[config.mk]
export PLATFORM = sky130hd
export DESIGN_NAME = flex_pts_stream_flat
export DESIGN_NICKNAME = d
export VERILOG_FILES = /design/src/rtl/flex_pts_stream_pkg.sv /design/src/rtl/flex_pts_stream_if.sv /design/src/rtl/flex_pts_stream_stuff_ctrl.sv /design/src/rtl/flex_pts_stream.sv /design/src/flat_wrapper.sv
export SDC_FILE = /design/constraint.sdc
export NUM_CORES = 1
export LEC_CHECK = 0
export CAP_MARGIN = 20
export CORE_MARGIN = 5
export CORE_UTILIZATION = 60
export DETAILED_ROUTE_END_ITERATION = 16
export DONT_BUFFER_PORTS = 1
export GPL_TIMING_DRIVEN = 1
export PLACE_DENSITY = 0.76
export SLEW_MARGIN = 0
export SYNTH_ARGS = -nofsm -noshare
export SYNTH_HDL_FRONTEND = slang
export SYNTH_SLANG_ARGS = --single-unit
[constraint.sdc]
create_clock -name clk -period 2.59 [get_ports clk]
set_input_delay 0.518 -clock clk [delete_from_list [all_inputs] [get_ports clk]]
set_output_delay 0.518 -clock clk [all_outputs]
set_load 0.03 [all_outputs]
[src/rtl/flex_pts_stream_pkg.sv]
// Package shared by the flex_pts_stream parallel-to-serial shifter.
// Contents:
//   pts_state_t    FSM state encoding (IDLE, SHIFT, STUFF)
//   STUFF_RUN_LEN  length of a run of ones that forces a stuffed 0
//                  (only used when FLEX_PTS_BIT_STUFF_EN is defined)
package flex_pts_pkg;

    typedef enum logic [1:0] {
        PTS_IDLE  = 2'd0,
        PTS_SHIFT = 2'd1,
        PTS_STUFF = 2'd2
    } pts_state_t;

    localparam int STUFF_RUN_LEN = 6;

endpackage

[src/rtl/flex_pts_stream_if.sv]
// Word-load handshake between the packet/byte sequencer (master) and the
// serialiser (slave).
// Signals:
//   load_valid   master -> slave  parallel_in holds a word
//   load_ready   slave -> master  word taken when load_valid && load_ready
//   parallel_in  master -> slave  NUM_BITS-wide word
interface flex_pts_stream_if #(
    parameter int NUM_BITS = 8
);
    logic                load_valid;
    logic                load_ready;
    logic [NUM_BITS-1:0] parallel_in;

    modport master (
        output load_valid,
        output parallel_in,
        input  load_ready
    );

    modport slave (
        input  load_valid,
        input  parallel_in,
        output load_ready
    );
endinterface

[src/rtl/flex_pts_stream_stuff_ctrl.sv]
// USB bit-stuffing run tracker for flex_pts_stream. Only instantiated when
// FLEX_PTS_BIT_STUFF_EN is defined.
// Ports:
//   clk, n_rst  clock, asynchronous active-low reset
//   count_en    a data bit is being emitted on this edge
//   bit_in      value of the data bit being emitted
//   stuff_clr   synchronous clear of the run counter (flush, idle, stuff consumed)
//   stuff_req   this edge completes a run of STUFF_RUN_LEN ones; the next
//               bit period must be a stuffed 0
module pts_stuff_ctrl
    import flex_pts_pkg::*;
(
    input  logic clk,
    input  logic n_rst,
    input  logic count_en,
    input  logic bit_in,
    input  logic stuff_clr,
    output logic stuff_req
);

    logic [2:0] run_cnt;

    assign stuff_req = count_en && bit_in && (run_cnt == 3'(STUFF_RUN_LEN - 1));

    always_ff @(posedge clk or negedge n_rst) begin
        if (!n_rst) begin
            run_cnt <= '0;
        end else if (stuff_clr) begin
            run_cnt <= '0;
        end else if (count_en) begin
            run_cnt <= bit_in ? run_cnt + 3'd1 : 3'd0;
        end
    end

endmodule

[src/rtl/flex_pts_stream.sv]
// Parallel-to-serial shifter for the USB TX path (sequencer -> NRZI).
// Words arrive over a valid/ready handshake with a 1-entry hold buffer so
// back-to-back words serialise with no gap bits. One bit period is consumed
// per cycle with shift_enable high.
// Optional bit stuffing: define FLEX_PTS_BIT_STUFF_EN.
//
// Parameters:
//   NUM_BITS   word width (>= 2)
//   SHIFT_MSB  1: MSB first, 0: LSB first
//   IDLE_VAL   idle line level and fill bit for the vacated shift-reg end
// Ports:
//   clk, n_rst    clock, asynchronous active-low reset
//   clear         synchronous flush of shift reg, hold buffer and FSM
//   shift_enable  per-bit strobe
//   ld            word-load handshake (slave side)
//   serial_out    current bit
//   busy          not idle, or hold buffer occupied
//   word_done     1-cycle pulse after the last bit period of a word
//
// state     | meaning
// PTS_IDLE  | line at IDLE_VAL, waiting for a word
// PTS_SHIFT | data bits of the current word on serial_out
// PTS_STUFF | stuffed 0 on serial_out, data frozen (bit stuffing only)
module flex_pts_stream
    import flex_pts_pkg::*;
#(
    parameter int   NUM_BITS  = 8,
    parameter bit   SHIFT_MSB = 1'b1,
    parameter logic IDLE_VAL  = 1'b1
) (
    input  logic                     clk,
    input  logic                     n_rst,
    input  logic                     clear,
    input  logic                     shift_enable,
    flex_pts_stream_if.slave         ld,
    output logic                     serial_out,
    output logic                     busy,
    output logic                     word_done
);

    localparam int              CW       = $clog2(NUM_BITS + 1);
    localparam logic [CW-1:0]   CNT_FULL = CW'(NUM_BITS);

    pts_state_t          state;
    logic [NUM_BITS-1:0] sr;
    logic [NUM_BITS-1:0] sr_shifted;
    logic [NUM_BITS-1:0] hold;
    logic                hold_full;
    logic [CW-1:0]       cnt;
    logic                accept;
    logic                stuff_req;
    logic                word_end;

    assign ld.load_ready = !hold_full;
    assign accept        = ld.load_valid && !hold_full;
    assign busy          = (state != PTS_IDLE) || hold_full;

    always_comb begin
        if (SHIFT_MSB) begin
            sr_shifted = {sr[NUM_BITS-2:0], IDLE_VAL};
        end else begin
            sr_shifted = {IDLE_VAL, sr[NUM_BITS-1:1]};
        end
    end

    always_comb begin
        if (state == PTS_IDLE) begin
            serial_out = IDLE_VAL;
        end else if (state == PTS_STUFF) begin
            serial_out = 1'b0;
        end else begin
            serial_out = SHIFT_MSB ? sr[NUM_BITS-1] : sr[0];
        end
    end

`ifdef FLEX_PTS_BIT_STUFF_EN
    // The counter sits at zero throughout IDLE, which covers "cleared on
    // entering IDLE" without needing the next-state decode.
    pts_stuff_ctrl u_stuff_ctrl (
        .clk       (clk),
        .n_rst     (n_rst),
        .count_en  ((state == PTS_SHIFT) && shift_enable),
        .bit_in    (serial_out),
        .stuff_clr (clear || (state == PTS_IDLE) ||
                    ((state == PTS_STUFF) && shift_enable)),
        .stuff_req (stuff_req)
    );
`else
    assign stuff_req = 1'b0;
`endif

    // A word ends on its last data strobe, unless that bit triggers a stuff
    // bit; the trailing stuff bit then belongs to the word (cnt already 0).
    assign word_end = shift_enable &&
                      (((state == PTS_SHIFT) && (cnt == CW'(1)) && !stuff_req) ||
                       ((state == PTS_STUFF) && (cnt == '0)));

    always_ff @(posedge clk or negedge n_rst) begin
        if (!n_rst) begin
            state     <= PTS_IDLE;
            sr        <= {NUM_BITS{IDLE_VAL}};
            hold      <= '0;
            hold_full <= 1'b0;
            cnt       <= '0;
            word_done <= 1'b0;
        end else if (clear) begin
            state     <= PTS_IDLE;
            sr        <= {NUM_BITS{IDLE_VAL}};
            hold      <= '0;
            hold_full <= 1'b0;
            cnt       <= '0;
            word_done <= 1'b0;
        end else begin
            word_done <= 1'b0;

            case (state)
                PTS_IDLE: begin
                    if (accept) begin
                        sr    <= ld.parallel_in;
                        cnt   <= CNT_FULL;
                        state <= PTS_SHIFT;
                    end
                end
                PTS_SHIFT: begin
                    if (shift_enable) begin
                        sr  <= sr_shifted;
                        cnt <= cnt - CW'(1);
                        if (stuff_req) begin
                            state <= PTS_STUFF;
                        end
                    end
                end
                PTS_STUFF: begin
                    if (shift_enable && (cnt != '0)) begin
                        state <= PTS_SHIFT;
                    end
                end
                default: state <= PTS_IDLE;
            endcase

            // Word completion overrides the per-state updates above: reload
            // from hold first, else take a word offered on this very edge.
            if (word_end) begin
                word_done <= 1'b1;
                if (hold_full) begin
                    sr        <= hold;
                    hold_full <= 1'b0;
                    cnt       <= CNT_FULL;
                    state     <= PTS_SHIFT;
                end else if (accept) begin
                    sr    <= ld.parallel_in;
                    cnt   <= CNT_FULL;
                    state <= PTS_SHIFT;
                end else begin
                    state <= PTS_IDLE;
                end
            end else if (accept && (state != PTS_IDLE)) begin
                hold      <= ld.parallel_in;
                hold_full <= 1'b1;
            end
        end
    end

endmodule

[src/flat_wrapper.sv]
// flat-port wrapper written by rule: the top's interface ports become plain ports
module flex_pts_stream_flat import flex_pts_pkg::*;
#(
    parameter int   NUM_BITS  = 8,
    parameter bit   SHIFT_MSB = 1'b1,
    parameter logic IDLE_VAL  = 1'b1
)
  (clk, n_rst, clear, shift_enable, serial_out, busy, word_done, ld_load_valid, ld_parallel_in, ld_load_ready);
  flex_pts_stream_if #(.NUM_BITS(NUM_BITS)) ld_i ();
  input  logic clk;
  input  logic n_rst;
  input  logic clear;
  input  logic shift_enable;
  output logic serial_out;
  output logic busy;
  output logic word_done;
  input wire logic [$bits(ld_i.load_valid)-1:0] ld_load_valid;
  input wire logic [$bits(ld_i.parallel_in)-1:0] ld_parallel_in;
  output wire logic [$bits(ld_i.load_ready)-1:0] ld_load_ready;
  assign ld_i.load_valid = ld_load_valid;
  assign ld_i.parallel_in = ld_parallel_in;
  assign ld_load_ready = ld_i.load_ready;
  flex_pts_stream #(.NUM_BITS(NUM_BITS), .SHIFT_MSB(SHIFT_MSB), .IDLE_VAL(IDLE_VAL)) u_core (.clk(clk), .n_rst(n_rst), .clear(clear), .shift_enable(shift_enable), .ld(ld_i), .serial_out(serial_out), .busy(busy), .word_done(word_done));
endmodule
==> results.yml <==
grt:
  grt_max_degree: 25
  grt.met3_usage_pct: 3.29
  top_usage_layer: "met2"
  grt_use_met2_pct: 27.8
  gr-total-overflow: 0
  track_usage_pct: 18.8
  grt_use_met1_pct: 27.6
  grt_pass1_wl_um: 5010
  antenna_found_initial: 0
  grt_pass1_vias: 1034
clock_network:
  cts.sinks: 23
  cts_tree: "yes"
  post_cts_buffers: 0
  hold_buffers: 1
  cts_buffers: 3
  cts_max_level: 1
  clkLatencyLatePin_ns: 0.30
  clk_path_buf_depth: 2
  cts-root-buf: "clkbuf_4"
  cts_resized: 0
  clk_pin_slew_worst_paths_ns: 0.12
worst_hold_path:
  min_path_type: "input port to asynchronous set/reset pin"
floorplan:
  die_area_sq_um: 3460
  start_util_pct: 64.0
  core.rowCount: 17
  core_sq_um: 2230
  die_w_um: 58.8
  io_pins: 17
  fp.dieH_um: 58.8
sta:
  finalHoldViolations: 0
  rsz0062_at_grt: "no"
  worst_pin_slew_ns: 0.746
  timing.hold.ws_ns: 0.0350
  relSlewSlack_pct: 50.1
  finClkSkew_ns: 0.00763
  fin_crit_sh_pct: 81.9
  drv_slew: 0
  final.min_clock_period_ns: 2.12
  fin_setup_tns_ns: 0
  max_freq_mhz: 472
  finalSetupViolCount: 0
synth:
  ys.flop_type: "dfrtp_1"
  synth_adder_area_share_pct: 1.75
  synthXorXnorAreaFrac_pct: 0.613
  yosysTopAreaCell: "dfrtp_1"
  ys_seq_area_share_pct: 41.0
  ys_seq_elements: 23
  synth_top_family_by_area: "simple AND/OR/NAND/NOR gates"
  yosysWarnings: 0
  synthTopCellsByCount: "19 x nand2_1, 15 x dfrtp_1, 13 x a211oi_1"
  synth_fp_nets: 162
  ys_top_cells_by_area: "dfrtp_1 26%, dfstp_2 15%, a211oi_1 6.8%"
  synth-edff-count: 0
  synth-compound-area-share_pct: 21.4
  synth_area_sq_um: 1430
  yosysMostFrequentCell: "nand2_1"
  synthMuxAreaShare_pct: 7.88
  postSynthCellCount: 147
  synth_cell_types: 37
  async_flop_share_pct: 100
  avgSynthCellArea_sq_um: 9.72
  yosys.area_share.simple_pct: 22.2
  synth_top_area_share_pct: 26.3
cells_and_area:
  drive_gt1_share_pct: 12.1
  utilization_pct: 64.7
  final_nets: 156
  instances_no_fill: 168
  diodes: 0
  area_delta_synth_final_pct: 1.14
routing:
  drc: 0
  drtIter0Drc: 31
  post_drt_wl_per_cell_um: 17.8
  viasPerCell: 6.54
  num_vias: 1099
  wl_um: 3000
  ant_nets: 0
  drt-pass1-iter-count: 4
place:
  portBuffers: 0
  place_congestion: 0.809
  dp_hpwl_um: 2080
  dp_cells: 163
critical_path:
  critical_path_required_ns: 2.78
  critical_path.max_stage_delay_ns: 0.60
  r2r_start: "u_core.cnt[1]"
  path_class: "flip-flop to flip-flop"
  crit_path_cell_trace: "inv_1, ha_1, nor2b_1, and3b_1, o311ai_1"
  worstPathMaxFanout: 12
  cp_num_buf_inv: 1
  crit_path_end_kind: "flip-flop"
  crit_path_start_kind: "flip-flop"
  crit_family: "simple AND/OR/NAND/NOR gates"
  crit_start: "u_core.cnt[1]"
  slowest_stage: "nor2b_1"
  crit_arrival_ns: 2.31
power_and_ir_drop:
  power_w: 0.000708
  power-per-cell-area_nw_per_um2: 490
  p_sw_w: 0.000201
  pwr-share-seq_pct: 59.1
  switching_share_pct: 28.3
  power_leakage_nw: 0.560
  p_clk_share_pct: 23.0
  internal_power_w: 0.000507
  combPwrFrac_pct: 17.9
  vdd_drop_max_uv: 465
run:
  max_cap_viol_count: 0
status:
  outcome: "finished, final reports clean"
## flip-flops by register name, indices dropped and copies added, names as in the netlist
| register | flops |
|---|---|
| u_core.hold | 8 |
| u_core.sr | 8 |
| u_core.cnt | 4 |
| u_core.hold_full | 1 |
| u_core.state | 1 |
| u_core.word_done | 1 |
## kinds of logic (layout without fill, tap and decap cells)
family | after synthesis | count (layout)
XOR/XNOR | 1 | 1
adder cells (fa/ha/maj) | 2 | 2
flip-flops | 23 | 23
AO/OA/AOI/OAI | 38 | 38
multiplexers | 11 | 11
AND/OR/NAND/NOR | 55 | 55
buffers and inverters | 17 | 10
## per-layer routing
layer | routed length, um | share of wire [%]
met1 | 1420 | 48
met2 | 1360 | 45
met3 | 188 | 6.3
met4 | 26 | 0.87
met5 | 0 | 0
## path summary, 6_finish.rpt
kind                                  end  slack (ns)  cells past startpoint
setup / recovery             u_core.sr[4]        0.47                      5
hold / removal               u_core.sr[2]        0.04                      0
setup reg to reg             u_core.sr[4]        0.47                      5
hold reg to reg            u_core.hold[7]        0.54                      2
max in group asynchronous  u_core.hold[5]        1.46                      1
min in group clk            u_core.cnt[0]        0.26                      1
## cell type report
| cell class | count | area (sq um) |
|---|---|---|
| timing repair buffer | 1 | 10.0 |
| fill | 184 | 788 |
| multi-input combinational | 107 | 769 |
| tap | 28 | 35.0 |
| clock buffer | 4 | 26.3 |
| inverter | 5 | 18.8 |
| sequential | 23 | 586 |
## power by group through the flow
stage | Combinational [W] | Sequential (W) | Clock (W)
3_3_place_gp | 0.000116 | 0.000423 | 0
6_report | 0.000127 | 0.000418 | 0.000163
3_5_place_dp | 0.000121 | 0.000425 | 0
4_1_cts | 0.000127 | 0.000418 | 0.000170
5_1_grt | 0.000140 | 0.000422 | 0.000189
2_1_floorplan | 0.000119 | 0.000411 | 0
## stage by stage
step                      area (sq um)  worst slack [ns]
final                             1450             0.469
after global routing              1450             0.319
after CTS                         1450             0.469
after detailed placement          1410             0.510
after global placement            1410             0.634
after floorplan                   1430             0.810
## cells in the final DEF, fill, tap and decap left out, drive strengths merged, types with 2 or more instances in the layout
| master | n |
|---|---|
| nand2 | 19 |
| dfrtp | 15 |
| a211oi | 14 |
| nor2b | 9 |
| mux2i | 9 |
| dfstp | 8 |
| and3b | 8 |
| and2 | 7 |
| o211ai | 6 |
| o311ai | 6 |
| inv | 5 |
| clkbuf | 4 |
| nor2 | 3 |
| a22oi | 3 |
| mux2 | 2 |
| nor4 | 2 |
| nand2b | 2 |
| a21oi | 2 |
| o221ai | 2 |
| ha | 2 |
Note: power is estimated with default switching activity, not from simulation.
==> edit, RTL diff (config.mk and constraints unchanged) <==
`IDLE_VAL` is set to 1'b1 in 2 places; all go to 1'b0.
--- a/src/rtl/flex_pts_stream.sv
+++ b/src/rtl/flex_pts_stream.sv
@@ -26,7 +26,7 @@
 #(
     parameter int   NUM_BITS  = 8,
     parameter bit   SHIFT_MSB = 1'b1,
-    parameter logic IDLE_VAL  = 1'b1
+    parameter logic IDLE_VAL  = 1'b0
 ) (
     input  logic                     clk,
     input  logic                     n_rst,
--- a/src/flat_wrapper.sv
+++ b/src/flat_wrapper.sv
@@ -3,7 +3,7 @@
 #(
     parameter int   NUM_BITS  = 8,
     parameter bit   SHIFT_MSB = 1'b1,
-    parameter logic IDLE_VAL  = 1'b1
+    parameter logic IDLE_VAL  = 1'b0
 )
   (clk, n_rst, clear, shift_enable, serial_out, busy, word_done, ld_load_valid, ld_parallel_in, ld_load_ready);
   flex_pts_stream_if #(.NUM_BITS(NUM_BITS)) ld_i ();
Function: changed (a bounded check fails within 4 cycles, from zero or initial values and one cycle with n_rst low).
==> edit against the original RTL <==
  * Final area is 5.5% higher
  * Largest power group unchanged
  * Wire length is 9.2% higher
  * Worst setup slack worse by 0.16 ns
  * Synthesized area rose by 4.6%
  * Total power up 1.8%
  * Sequential cell count is the same
  * Hold slack gained 0.20 ns
  * Sequential share of layout area shrank 2.8 points
  * Count of clock-buffer cells in the layout unchanged
  * Non-clock buffer count rose by 3
  * Global-route usage up 1.6 points
==> edit: results (changes against the original RTL) <==
grt_pass1_wl_mm: 5.55  # +11%
synth_compound_area_share_pct: 21.0  # -0.34 points
synthXorXnorAreaFrac_pct: 0.586  # -0.027 points
fin_crit_ns: 2.29  # +0.164 ns
dr_wl_met3_um: 226  # +20%
clk_pin_slew_ns: 0.13
diodes: 0  # unchanged
dpl.hpwl_mm: 2.33  # +12%
dpl_cell_area_mm2: 0.00147  # +4.6%
crit_end: "busy"
max_stage_delay_ns: 0.74  # +0.14 ns
met1Wirelength_mm: 1.41  # -1.3%
reg2reg_depth: 3  # -2
reg2reg_to: "u_core.hold[4]"
r2r-start: "u_core.hold_full"
instances_no_fill: 180  # +7.1%
first_pass_iters: 4  # unchanged
crit_start: "u_core.hold_full"
viasPerCell: 6.71  # +2.6%
crit_arrival_ns: 1.77  # -0.54 ns
crit_path_max_fanout: 23  # +11
dp.cells: 174  # +6.7%
drive_gt1_share_pct: 8.00  # -4.1 points
status: "finished clean"
peakVddDrop_mv: 0.329  # -29%
synthAdderAreaFrac_pct: 1.68  # -0.076 points
gr-usage-all-layers_pct: 20.4  # +1.6 points
syn_avg_cell_area_um2: 9.52  # -2.1%
cts_buffers: 3  # unchanged
r2r_setup_slack_ns: 0.64  # +0.17 ns
synth_top_cells_by_count: "dfrtp_1, nand2_1, nand2b_1"
synth.area.top_cells: "dfrtp_1, mux2i_1, nand2b_1"
drtIter0Drc: 67  # +120%
p_leak_nw: 0.585  # +4.4%
seq_area_frac_synth_pct: 38.5  # -2.5 points
cts_setup_buffers: 0  # unchanged
wl_per_cell_um: 18.2  # +1.9%
synth.distinct_cells: 39  # +5.4%
fin_skew_ns: 0.00284  # -0.00479 ns
preCtsSetupSlack_ns: 0.673  # +0.163 ns
worst_hold_path_type: "in2reg"
routed-wl-met2_mm: 1.59  # +17%
timing.hold.ws_ns: 0.239  # +0.204 ns
tightest_slew_ns: 0.615  # -0.131 ns
synth_mux_area_share_pct: 7.45  # -0.43 points
first_global_vias: 1180  # +14%
cp_slowest_cell: "dfrtp_1"
gp_congestion: 0.794  # -1.9%
path_delay_family: "flip-flops"
edit: what timing repair did:
item | 4_1_cts | 5_1_grt
hold buffers | 1 | 0
resized for setup | 0 | 0
hold endpoints to repair | 23 | 0
edit: report_power, final:
group / internal [mW] / switching [mW]
sequential: 0.381 / 0.0212
clock: 0.0602 / 0.111
combinational: 0.0642 / 0.0826
total: 0.506 / 0.215
edit: cells by family after synthesis:
| logic type | count (synthesis) |
|---|---|
| muxes | 11 |
| adders and majority gates | 2 |
| buffers and inverters | 20 |
| xor gates and xnor gates | 1 |
| AOI/OAI and AO/OA | 40 |
| DFF | 23 |
| and+or+nand+nor | 60 |
edit: routing by layer:
metal,track usage (%),up-vias
met2,32.4,42
met5,0,-
li1,-,569
met1,26.8,592
met3,4.54,5
met4,8.23,0
edit: area by class of cell:
cell class                      instances  area (um2)
Sequential cell                        23         576
Tap cell                               30        37.5
Fill cell                             206         907
Multi-Input combinational cell        114         827
Inverter                                5        18.8
Timing Repair Buffer                    4        40.0
Clock buffer                            4        26.3
